--- src/rtl/buffer_port_arbiter.sv ---
// buffer_port_arbiter
// Round-robin sharing of one BRAM buffer port between NREQ requesters.
// The winning request is registered onto the buffer port, and a small
// {valid, id} pipeline routes the read data back to the requester that
// issued the read, READ_LATENCY cycles after the en_o cycle.
module buffer_port_arbiter #(
   parameter int NREQ         = 4,
   parameter int READ_LATENCY = 2
) (
   input  logic                 clk,
   input  logic                 reset,
   input  logic [NREQ-1:0]      req_i,
   input  logic [NREQ*4-1:0]    we_ib,
   input  logic [NREQ*32-1:0]   addr_ib,
   input  logic [NREQ*32-1:0]   din_ib,
   output logic [NREQ-1:0]      gnt_o,
   output logic [NREQ-1:0]      rvalid_o,
   output logic [31:0]          dout_ob,
   output logic                 en_o,
   output logic [3:0]           we_ob,
   output logic [31:0]          addr_ob,
   output logic [31:0]          din_ob,
   input  logic [31:0]          dout_ib
);

   localparam int IDW = (NREQ > 1) ? $clog2(NREQ) : 1;

   typedef struct packed {
      logic           valid;
      logic [IDW-1:0] id;
   } trk_t;

   logic [IDW-1:0] last_q;
   logic [NREQ-1:0] eligible;
   logic            win_found;
   logic [IDW-1:0]  win_id;
   trk_t            trk_q [READ_LATENCY];

   // Winner search: first eligible index at or after last_q+1, wrapping.
   // NOTE: every variable gets a default before the loop so no path leaves it unassigned, which would infer a latch.
   always_comb begin
      int             cand;
      logic [IDW-1:0] cand_id;
      eligible  = req_i & ~gnt_o;
      win_found = 1'b0;
      win_id    = '0;
      cand      = 0;
      cand_id   = '0;
      for (int i = 0; i < NREQ; i++) begin
         cand = int'(last_q) + 1 + i;
         if (cand >= NREQ) cand -= NREQ;
         cand_id = IDW'(cand);
         if (!win_found && eligible[cand_id]) begin
            win_found = 1'b1;
            win_id    = cand_id;
         end
      end
   end

   // Register the winning access onto the buffer port and remember the winner.
   // NOTE: sequential state uses non-blocking assignments so every register samples pre-edge values.
   always_ff @(posedge clk) begin
      if (reset) begin
         en_o    <= 1'b0;
         we_ob   <= '0;
         addr_ob <= '0;
         din_ob  <= '0;
         gnt_o   <= '0;
         last_q  <= IDW'(NREQ - 1);
      end else begin
         en_o  <= win_found;
         gnt_o <= '0;
         if (win_found) begin
            gnt_o[win_id] <= 1'b1;
            we_ob         <= we_ib[int'(win_id)*4 +: 4];
            addr_ob       <= addr_ib[int'(win_id)*32 +: 32];
            din_ob        <= din_ib[int'(win_id)*32 +: 32];
            last_q        <= win_id;
         end
      end
   end

   // Read tracker: one entry per issued read, shifted once per cycle.
   // In an en_o cycle last_q already holds the id of the access on the port.
   // NOTE: this small pipeline is explicitly reset so reads in flight at reset never raise rvalid.
   always_ff @(posedge clk) begin
      if (reset) begin
         for (int i = 0; i < READ_LATENCY; i++) trk_q[i] <= '0;
      end else begin
         trk_q[0].valid <= en_o && (we_ob == 4'h0);
         trk_q[0].id    <= last_q;
         for (int i = 1; i < READ_LATENCY; i++) trk_q[i] <= trk_q[i-1];
      end
   end

   // Decode the tracker output into a one-hot read-valid pulse.
   always_comb begin
      rvalid_o = '0;
      if (trk_q[READ_LATENCY-1].valid) rvalid_o[trk_q[READ_LATENCY-1].id] = 1'b1;
   end

   assign dout_ob = dout_ib;

endmodule

--- config.mk ---
export PLATFORM = sky130hd
export DESIGN_NAME = buffer_port_arbiter
export DESIGN_NICKNAME = d
export VERILOG_FILES = /design/src/rtl/buffer_port_arbiter.sv
export SDC_FILE = /design/constraint.sdc
export NUM_CORES = 1
export LEC_CHECK = 0
export CORE_AREA = 2 2 165 167
export CTS_BUF_LIST = sky130_fd_sc_hd__clkbuf_8
export DETAILED_ROUTE_END_ITERATION = 12
export DIE_AREA = 0 0 167 169
export PLACE_DENSITY_LB_ADDON = 0.2
export REMOVE_ABC_BUFFERS = 1
export SLEW_MARGIN = 5
export SYNTH_ARGS = -nofsm -noshare
export SYNTH_HDL_FRONTEND = slang
export SYNTH_SLANG_ARGS = --single-unit
export TNS_END_PERCENT = 20
--- constraint.sdc ---
create_clock -name clk -period 2.6 [get_ports clk]
set_clock_uncertainty 0.1 [all_clocks]
set_input_delay 0.39 -clock clk [delete_from_list [all_inputs] [get_ports clk]]
set_output_delay 0.39 -clock clk [all_outputs]
set_load 0.005 [all_outputs]
==> Word level (Yosys, flattened, before mapping) <==
Memory sizes are Yosys's and may differ from the RTL's.
Cells that the tools add are included.
{ "classes": {"reduce_logical": 11, "add_sub_neg": 8, "n_shift": 3, "order_cmp": 12, "bitwise_logic": 6, "muxes": 31} }
{ "ops": {"columns": ["cell", "count"], "rows": [
  ["128-bit by 8-bit variable part select with 32-bit output", 2],
  ["2-bit by 3-bit less-than comparator with 1-bit output, second input constant", 6],
  ["2-bit 2-to-1 mux", 9],
  ["16-bit by 5-bit variable part select with 4-bit output", 1],
  ["1-bit 2-to-1 mux", 14],
  ["4-bit by 3-bit >= comparator with 1-bit output, second input constant", 3],
  ["3-bit by 2-bit adder with 4-bit output, second input constant", 2],
  ["1-bit binary-select mux with 2-bit select", 4],
  ["2-bit by 1-bit subtractor with 2-bit output, second input constant", 4],
  ["1-bit logical AND", 6],
  ["3-bit by 1-bit adder with 4-bit output, second input constant", 1],
  ["4-bit bitwise AND", 1],
  ["1-bit demux with 2-bit select", 2],
  ["2-bit by 1-bit >= comparator with 1-bit output, second input constant", 2],
  ["4-bit logical NOT", 1],
  ["4-bit 2-to-1 mux", 1],
  ["4-bit inverter", 1],
  ["2-bit by 1-bit adder with 3-bit output, second input constant", 1],
  ["3-bit >= comparator, second input constant", 1],
  ["1-bit logical NOT", 3],
  ["3-bit 2-to-1 mux", 1],
  ["1-bit OR", 3],
  ["2-bit OR reduction", 1],
  ["1-bit inverter", 1]
]} }
{ "totals": {"reg_bits": 75, "wordCells": 78, "ram_bits": 6, "in_bits": 310, "mem_count": 1} }
{ "memory_table": {"columns": ["name", "words", "width", "rd", "rd_ports_with_merged_regs", "wr", "line_no", "source"], "rows": [
  ["trk_q", 2, 3, 2, 0, 2, "37", "trk_t trk_q [READ_LATENCY];"]
]} }

==> Depth between registers and ports, before layout <==
Gate-level depths: netlist of the first run.
{ "depth": {"ltp_word": 19, "depth_mapped": 9, "mapped_depth_nobuf": 6} }

==> Worst setup path before layout of the first run <==
Ideal clock, no wire load.
{ "synth_path": {"path_type": "input-to-reg", "start": "input req_i[2]", "end": "register addr_ob[0]", "setup_ns": 0.136, "arrival_time_ns": 1.789, "cell_stages": 8, "setup_slack_ns": 0.576, "path_cell_list": "nor2b_1 -> o32a_1 -> a21boi_1 -> buf_6 -> buf_4 -> buf_2 -> mux2i_1 -> o32ai_1"} }
{ "synth_between": {"elab_chain_cells": 14, "word_cells_on_any_way": 24, "cone_classes": "1 x shift; 16 x mux; 1 x bitwise; 6 x reduce/logical"} }
{ "synth_rtl": {"columns": ["item", "line_no", "source"], "rows": [
  ["from (decl)", "12", "input logic [NREQ-1:0] req_i,"],
  ["4-bit bitwise AND (*)", "44", "eligible = req_i & ~gnt_o;"],
  ["1-bit binary-select mux with 2-bit select", "53", "if (!win_found && eligible[cand_id]) begin"],
  ["1-bit 2-to-1 mux (not written as such)", "53", null],
  ["1-bit 2-to-1 mux", "53", null],
  ["1-bit logical NOT", "53", null],
  ["1-bit logical AND", "53", null],
  ["1-bit 2-to-1 mux", "53", null],
  ["1-bit logical NOT", "53", null],
  ["1-bit logical AND", "53", null],
  ["1-bit 2-to-1 mux", "53", null],
  ["1-bit logical NOT", "53", null],
  ["1-bit logical AND", "53", null],
  ["2-bit 2-to-1 mux", "53", null],
  ["128-bit by 8-bit variable part select with 32-bit output", "76", "addr_ob <= addr_ib[int'(win_id)*32 +: 32];"],
  ["to (signal assigned)", "76", null],
  ["to (decl)", "21", "output logic [31:0] addr_ob,"]
]} }
Mark *: on every way between the ends. The rest lies on a longest branch, timed or not. The select of a mux whose other input is x is not followed.
A chain may end at the register's enable or synchronous reset.

==> Worst setup path in the final report of the first run <==
{ "layout_path": {"start": "input req_i[2]", "end": "register din_ob[30]"} }
{ "layout_between": {"elab_chain_cells": 14, "word_cells_on_any_way": 24, "cone_classes": "1 x shift; 16 x mux; 1 x bitwise; 6 x reduce/logical"} }
{ "layout_rtl": {"columns": ["item", "line_no", "source"], "rows": [
  ["4-bit bitwise AND (*)", "44", null],
  ["1-bit binary-select mux with 2-bit select", "53", null],
  ["1-bit 2-to-1 mux (not written as such)", "53", null],
  ["1-bit 2-to-1 mux", "53", null],
  ["1-bit logical NOT", "53", null],
  ["1-bit logical AND", "53", null],
  ["1-bit 2-to-1 mux", "53", null],
  ["1-bit logical NOT", "53", null],
  ["1-bit logical AND", "53", null],
  ["1-bit 2-to-1 mux", "53", null],
  ["1-bit logical NOT", "53", null],
  ["1-bit logical AND", "53", null],
  ["2-bit 2-to-1 mux", "53", null],
  ["128-bit by 8-bit variable part select with 32-bit output", "77", "din_ob <= din_ib[int'(win_id)*32 +: 32];"],
  ["to (signal assigned)", "77", null],
  ["to (decl)", "22", "output logic [31:0] din_ob,"]
]} }
Marked as above.

==> results of run 1 <==
==> synth_stat cells, types with 2 or more instances <==
| cell type | instances |
|---|---|
| dfxtp_1 | 81 |
| nor2_1 | 71 |
| mux2i_1 | 68 |
| a21oi_1 | 61 |
| o32ai_1 | 61 |
| mux2_4 | 60 |
| buf_4 | 33 |
| clkbuf_1 | 20 |
| o22ai_1 | 15 |
| buf_2 | 14 |
| nand2_1 | 10 |
| o211ai_1 | 9 |
| buf_6 | 8 |
| nor2b_1 | 7 |
| and3_1 | 2 |
| inv_1 | 2 |
| nand2b_1 | 2 |
| nand3_1 | 2 |
==> sequential cells by signal (all words and copies together), names as in the netlist <==
register  flops
gnt_o         4
en_o          1
we_ob         4
trk_q         6
last_q        2
addr_ob      32
din_ob       32
==> routing by layer <==
| metal | vias to the layer above | GRT usage (%) |
|---|---|---|
| met2 | 253 | 23.4 |
| li1 | 2654 | - |
| met1 | 2418 | 19.3 |
| met3 | 18 | 8.88 |
| met4 | 2 | 3.60 |
| met5 | - | 3.13 |
==> worst max-delay path: cells and delay by family <==
| family | cells | cell delay (ns) |
|---|---|---|
| AOI/OAI and AO/OA | 4 | 0.69 |
| and+or+nand+nor | 1 | 0.26 |
| buffers and inverters | 3 | 0.84 |
| muxes | 1 | 0.31 |
==> cell usage in the layout, fill, tap and decap left out <==
| master | n |
|---|---|
| nand2_2 | 3 |
| nand3_2 | 1 |
| inv_1 | 2 |
| o32ai_1 | 61 |
| nand3_1 | 1 |
| nor3b_1 | 1 |
| nor2_1 | 70 |
| nor2_4 | 1 |
| and3_1 | 2 |
| o32a_1 | 1 |
| buf_4 | 27 |
| clkinvlp_4 | 3 |
| a21boi_4 | 1 |
| mux2_4 | 60 |
| nand2b_4 | 1 |
| o211ai_1 | 9 |
| a21oi_1 | 61 |
| nand2_1 | 8 |
| clkdlybuf4s50_1 | 354 |
| inv_6 | 3 |
| dfxtp_1 | 81 |
| or2_1 | 1 |
| a31oi_1 | 1 |
| nor4_1 | 1 |
| o221ai_1 | 1 |
| clkbuf_8 | 10 |
| mux2_2 | 1 |
| o21ai_1 | 1 |
| nand2b_1 | 2 |
| mux2i_1 | 68 |
| and2_1 | 1 |
| buf_12 | 11 |
| nor2b_1 | 7 |
| o22ai_1 | 15 |
| a2bb2oi_1 | 1 |
==> area by class of cell <==
class	count	share of cell area (%)
Clock buffer	10	1.48
Inverter	2	0.0807
Clock inverter	6	0.524
Tap cell	341	4.58
Multi-Input combinational cell	381	33.3
Sequential cell	81	17.4
Timing Repair Buffer	392	42.6
==> metrics by stage <==
| stage | util, % | setup slack, ns | cells | hold slack (ns) |
|---|---|---|---|---|
| final | 35.1 | 0.226 | 1213 | 0.346 |
| after global placement | 34.4 | -0.110 | 1197 | 0.323 |
| after global routing | 35.1 | 0.116 | 1213 | 0.361 |
| after CTS | 35.1 | 0.247 | 1213 | 0.354 |
| after detailed placement | 34.4 | -0.149 | 1197 | 0.331 |
| after floorplan | - | -8.96 | 464 | 0.314 |
==> worst paths after layout <==
check	startpoint	to	slack [ns]	cells after the start
hold reg to reg	trk_q[0][2]$_SDFF_PP0_	trk_q[0][5]$_SDFF_PP0_	0.35	1
hold / removal	trk_q[0][2]$_SDFF_PP0_	trk_q[0][5]$_SDFF_PP0_	0.35	1
setup / recovery	req_i[2]	din_ob[30]$_SDFFE_PP0P_	0.23	9
setup reg to reg	gnt_o[2]$_SDFF_PP0_	din_ob[30]$_SDFFE_PP0P_	0.39	8
==> cells by family (layout without fill, tap and decap cells) <==
family / after synthesis / count (layout)
muxes: 129 / 129
and+or+nand+nor: 100 / 100
DFF: 81 / 81
AOI/OAI and AO/OA: 152 / 152
buffers and inverters: 77 / 410
==> report_power, final <==
part | leakage (nW) | total (mW) | internal (mW) | switching (mW)
Combinational | 2.85 | 2.88 | 1.70 | 1.18
Sequential | 0.669 | 1.62 | 1.49 | 0.135
Clock | 0.0859 | 0.936 | 0.384 | 0.552
Total | 3.60 | 5.44 | 3.57 | 1.87
==> impl_metrics.ini, run 1 <==
[run_status]
status = complete, no violations

[floorplanning]
ios = 419
rows = 60
die_y_um = 169
die_x_um = 167
core_um2 = 26500
die-area_um2 = 28200
initial_core_util_pct = 19.6

[placed_design]
globalplace.congestion = 0.756
post-dp-hpwl_mm = 18.5
placed_area_um2 = 9120
port-buffer-count = 354

[setup_path]
worstPathArrival_ns = 2.52
slowest_stage = clkdlybuf4s50_1
worstPathCellList = clkdlybuf4s50_1 -> nor2b_1 -> o32a_1 -> a21boi_4 -> buf_12 -> buf_12 -> mux2_4 -> a21oi_1 -> o32ai_1
crit_fanout = 17
cp-end-kind = flip-flop
required_ns = 2.74
crit_top_cell = buf_12
worst_setup_path_start_kind = primary input
path_class = in -> reg
max_stage_delay_ns = 0.45

[route]
remaining_drc_errors = 0
drt_first_pass_iters = 5
drtIter0Drc = 179
via_per_inst = 4.41
wl_met2_mm = 9.98
num_vias = 5345
top_layer_used = met5
wl_mm = 23.3
postRouteAntennaNets = 0
wl_met1_mm = 10.1
wire_per_inst_um = 19.2
dr_wl_met3_mm = 2.88

[cells_and_area]
fillers = 2710
stdcell_area_um2 = 9310
layout.nets = 1177
layout-area-overhead-vs-synth_pct = 79.6
multi_input_area_um2 = 3100
n_antenna_cell = 0
regArea_um2 = 1620
drive_gt1_share_pct = 14.0

[timing]
hold_violations = 0
post-route-period-util_pct = 91.3
tightest_slew_ns = 0.472
maxSlewHeadroom_pct = 68.3
fmax_ghz = 0.421
maxSlewViolCount = 0
tns_ns = 0
period_minus_slack_ns = 2.37
setup_viol = 0
rsz0062_at_grt = false

[synthesis]
ys_warn_count = 0
synthAdderAreaFrac_pct = 0
synth_compound_area_share_pct = 20.2
muxShareOfSynthArea_pct = 30.7
ys_top_cells_by_area = dfxtp_1 31%, mux2_4 17%, mux2i_1 13%
synth_edf_count = 0
yosys.area_share.simple_pct = 8.28
yosys_most_used_dff = dfxtp_1
synth-seq-cells = 81
synth_area_um2 = 5180
netlist.area_leader.share_pct = 31.3
ys_seq_area_share_pct = 31.3
synth.distinct_cells = 31
synthArstFlopShare_pct = 0
synth-xor-area-share_pct = 0
synth_top_family_by_area = multiplexers
avgSynthCellArea_um2 = 9.61
synthCells = 539
yosysTopAreaCell = dfxtp_1

[global_routing]
grt.total_usage_pct = 15.7
gr-total-overflow = 0
grt_pass1_vias = 5332
grt_max_degree = 42
grt_pass1_wl_mm = 33.4
antenna_found_initial = 0

[power_and_ir_drop]
leakagePower_nw = 3.60
vdd_drop_max_mv = 0.207
power_mw = 5.44
power_density_nw_per_um2 = 585

[clock_network]
post_cts_resized = 0
cts_buffers = 9
cts.sinks = 81
htreeDepth = 3
ctsHoldBuffers = 0
cts-root-buf = clkbuf_8
clock_latency_ns = 0.37
cts.clk_slew.worst_paths_ns = 0.10
clockBufferDepth = 2
postCtsSetupBuffers = 0
cts_tree = yes

[flow_run]
max_cap_viol_count = 0

[min_path]
hold_path.class = reg -> reg
No activity file was read; power rests on OpenSTA's default activity.
==> run 2, diff against run 1 <==
--- a/config.mk
+++ b/config.mk
@@ -5,6 +5,7 @@
 export SDC_FILE = /design/constraint.sdc
 export NUM_CORES = 1
 export LEC_CHECK = 0
+export CAP_MARGIN = 20
 export CORE_AREA = 2 2 165 167
 export CTS_BUF_LIST = sky130_fd_sc_hd__clkbuf_8
 export DETAILED_ROUTE_END_ITERATION = 12
==> results of run 2 <==
No change in the layout: final DEF, timing and power equal those of run 1.
==> run 3, diff against run 2 <==
--- a/config.mk
+++ b/config.mk
@@ -7,7 +7,7 @@
 export LEC_CHECK = 0
 export CAP_MARGIN = 20
 export CORE_AREA = 2 2 165 167
-export CTS_BUF_LIST = sky130_fd_sc_hd__clkbuf_8
+export CTS_BUF_LIST = sky130_fd_sc_hd__clkbuf_4
 export DETAILED_ROUTE_END_ITERATION = 12
 export DIE_AREA = 0 0 167 169
 export PLACE_DENSITY_LB_ADDON = 0.2
==> impl_metrics.ini, run 3 (synthesis results as in run 1) <==
[floorplanning]
die_y_um = 169
die-area_um2 = 28200
core_um2 = 26500
rows = 60
initial_core_util_pct = 19.6
die_x_um = 167
ios = 419

[timing]
period_minus_slack_ns = 2.28
hold_violations = 0
holdWs_ns = 0.349
tightest_slew_ns = 0.470
maxSlewViolCount = 0
setup_viol = 0
rsz0062_at_grt = false
post-route-period-util_pct = 87.7
fmax_ghz = 0.439
maxSlewHeadroom_pct = 68.5

[setup_path]
r2r.worst_path.cells = 8
r2r-start = gnt_o[2]$_SDFF_PP0_
cp-end-kind = flip-flop
required_ns = 2.82
r2r-end = din_ob[25]$_SDFFE_PP0P_
crit_fanout = 17
crit_end = din_ob[25]$_SDFFE_PP0P_
path_class = in -> reg
worstPathArrival_ns = 2.50
startpoint = req_i[2]
worst_setup_path_start_kind = primary input
r2r_setup_slack_ns = 0.38

[route]
wire_per_inst_um = 19.2
drtIter0Drc = 171
via_per_inst = 4.39
postRouteAntennaNets = 0
drt_first_pass_iters = 4
num_vias = 5330
wl_mm = 23.3
remaining_drc_errors = 0

[global_routing]
grt.total_usage_pct = 15.7
gr-total-overflow = 0
grt_pass1_vias = 5324
antenna_found_initial = 1
grt_max_degree = 42
grt_pass1_wl_mm = 33.4

[clock_network]
clock_latency_ns = 0.46
cts-root-buf = clkbuf_4
htreeDepth = 3
post_cts_resized = 0
clockBufferDepth = 2
cts.clk_slew.worst_paths_ns = 0.16
cts_buffers = 9
postCtsSetupBuffers = 0
ctsHoldBuffers = 0
cts_tree = yes
cts.sinks = 81

[cells_and_area]
fillers = 2717
drive_gt1_share_pct = 13.9
layout_common_cells = 354 x clkdlybuf4s50_1, 81 x dfxtp_1, 70 x nor2_1
stdcell_area_um2 = 9240
multi_input_area_um2 = 3100
top_regs = addr_ob x32, din_ob x32, trk_q x6
regArea_um2 = 1620
final_cells = 1214
layout-area-overhead-vs-synth_pct = 78.4
layout.nets = 1177
layout_commonest_cell = clkdlybuf4s50_1

[placed_design]
placed_area_um2 = 9120
post-dp-hpwl_mm = 18.5
port-buffer-count = 354
globalplace.congestion = 0.756
placedCellCount = 1197

[min_path]
whs_path_depth = 1
hold_start = trk_q[0][2]$_SDFF_PP0_
hold_path.class = reg -> reg

[power_and_ir_drop]
power_mw = 5.24
vdd_drop_max_mv = 0.226
leakagePower_nw = 3.58
power_density_nw_per_um2 = 567

[flow_run]
max_cap_viol_count = 0

[run_status]
status = complete, no violations
run 3: cell types whose count changed in the layout (fill, tap and decap cells not counted):
| cell | change |
|---|---|
| clkbuf_8 | -10 |
| clkbuf_4 | +9 |
| clkinv_1 | +1 |
| diode_2 | +1 |
run 3: per-stage QoR:
step	util [%]	setup TNS [ns]	worst slack, ns
final	34.9	0	0.320
after global routing	34.9	0	0.209
after CTS	34.9	0	0.365
after detailed placement	34.4	-5.68	-0.149
after global placement	34.4	-3.37	-0.110
after floorplan	-	-599.06	-8.96
run 3: final cells by class:
| type | count | share of cell area (%) |
|---|---|---|
| repair buffers | 392 | 42.9 |
| multi-input cells | 381 | 33.5 |
| flip-flops and latches | 81 | 17.5 |
| well taps | 341 | 4.62 |
| clock buffers | 9 | 0.731 |
| clock inverters | 7 | 0.569 |
| inverters | 2 | 0.0812 |
| diodes | 1 | 0.0271 |
run 3: where the power goes:
group	internal, mW	total [mW]	leakage, nW	switching, mW
Clock	0.203	0.732	0.0570	0.529
Combinational	1.70	2.88	2.85	1.18
Sequential	1.49	1.62	0.669	0.135
Total	3.39	5.24	3.58	1.84
run 3: metal layers:
metal	track usage (%)	vias to the layer above	part of all wire, %
met2	23.5	255	43
met1	19.2	2401	43
li1	-	2652	-
met5	3.13	-	0.53
met3	8.53	20	12
met4	4.16	2	1.3
run 3: worst min-delay path by stage:
stage                             endpoint  slack, ns
detailed placement  trk_q[0][4]$_SDFF_PP0_       0.33
floorplan           trk_q[0][3]$_SDFF_PP0_       0.31
global route        trk_q[0][5]$_SDFF_PP0_       0.36
CTS                 trk_q[0][5]$_SDFF_PP0_       0.35
global placement    trk_q[0][3]$_SDFF_PP0_       0.32
finish              trk_q[0][5]$_SDFF_PP0_       0.35
run 3: critical path, stage by stage:
cell and delay [ns]:
clkdlybuf4s50_1 0.45, nor2b_1 0.26, o32a_1 0.20, a21boi_4 0.25, buf_12 0.21, buf_4 0.17, mux2_4 0.30, a21oi_1 0.15
o32ai_1 0.09
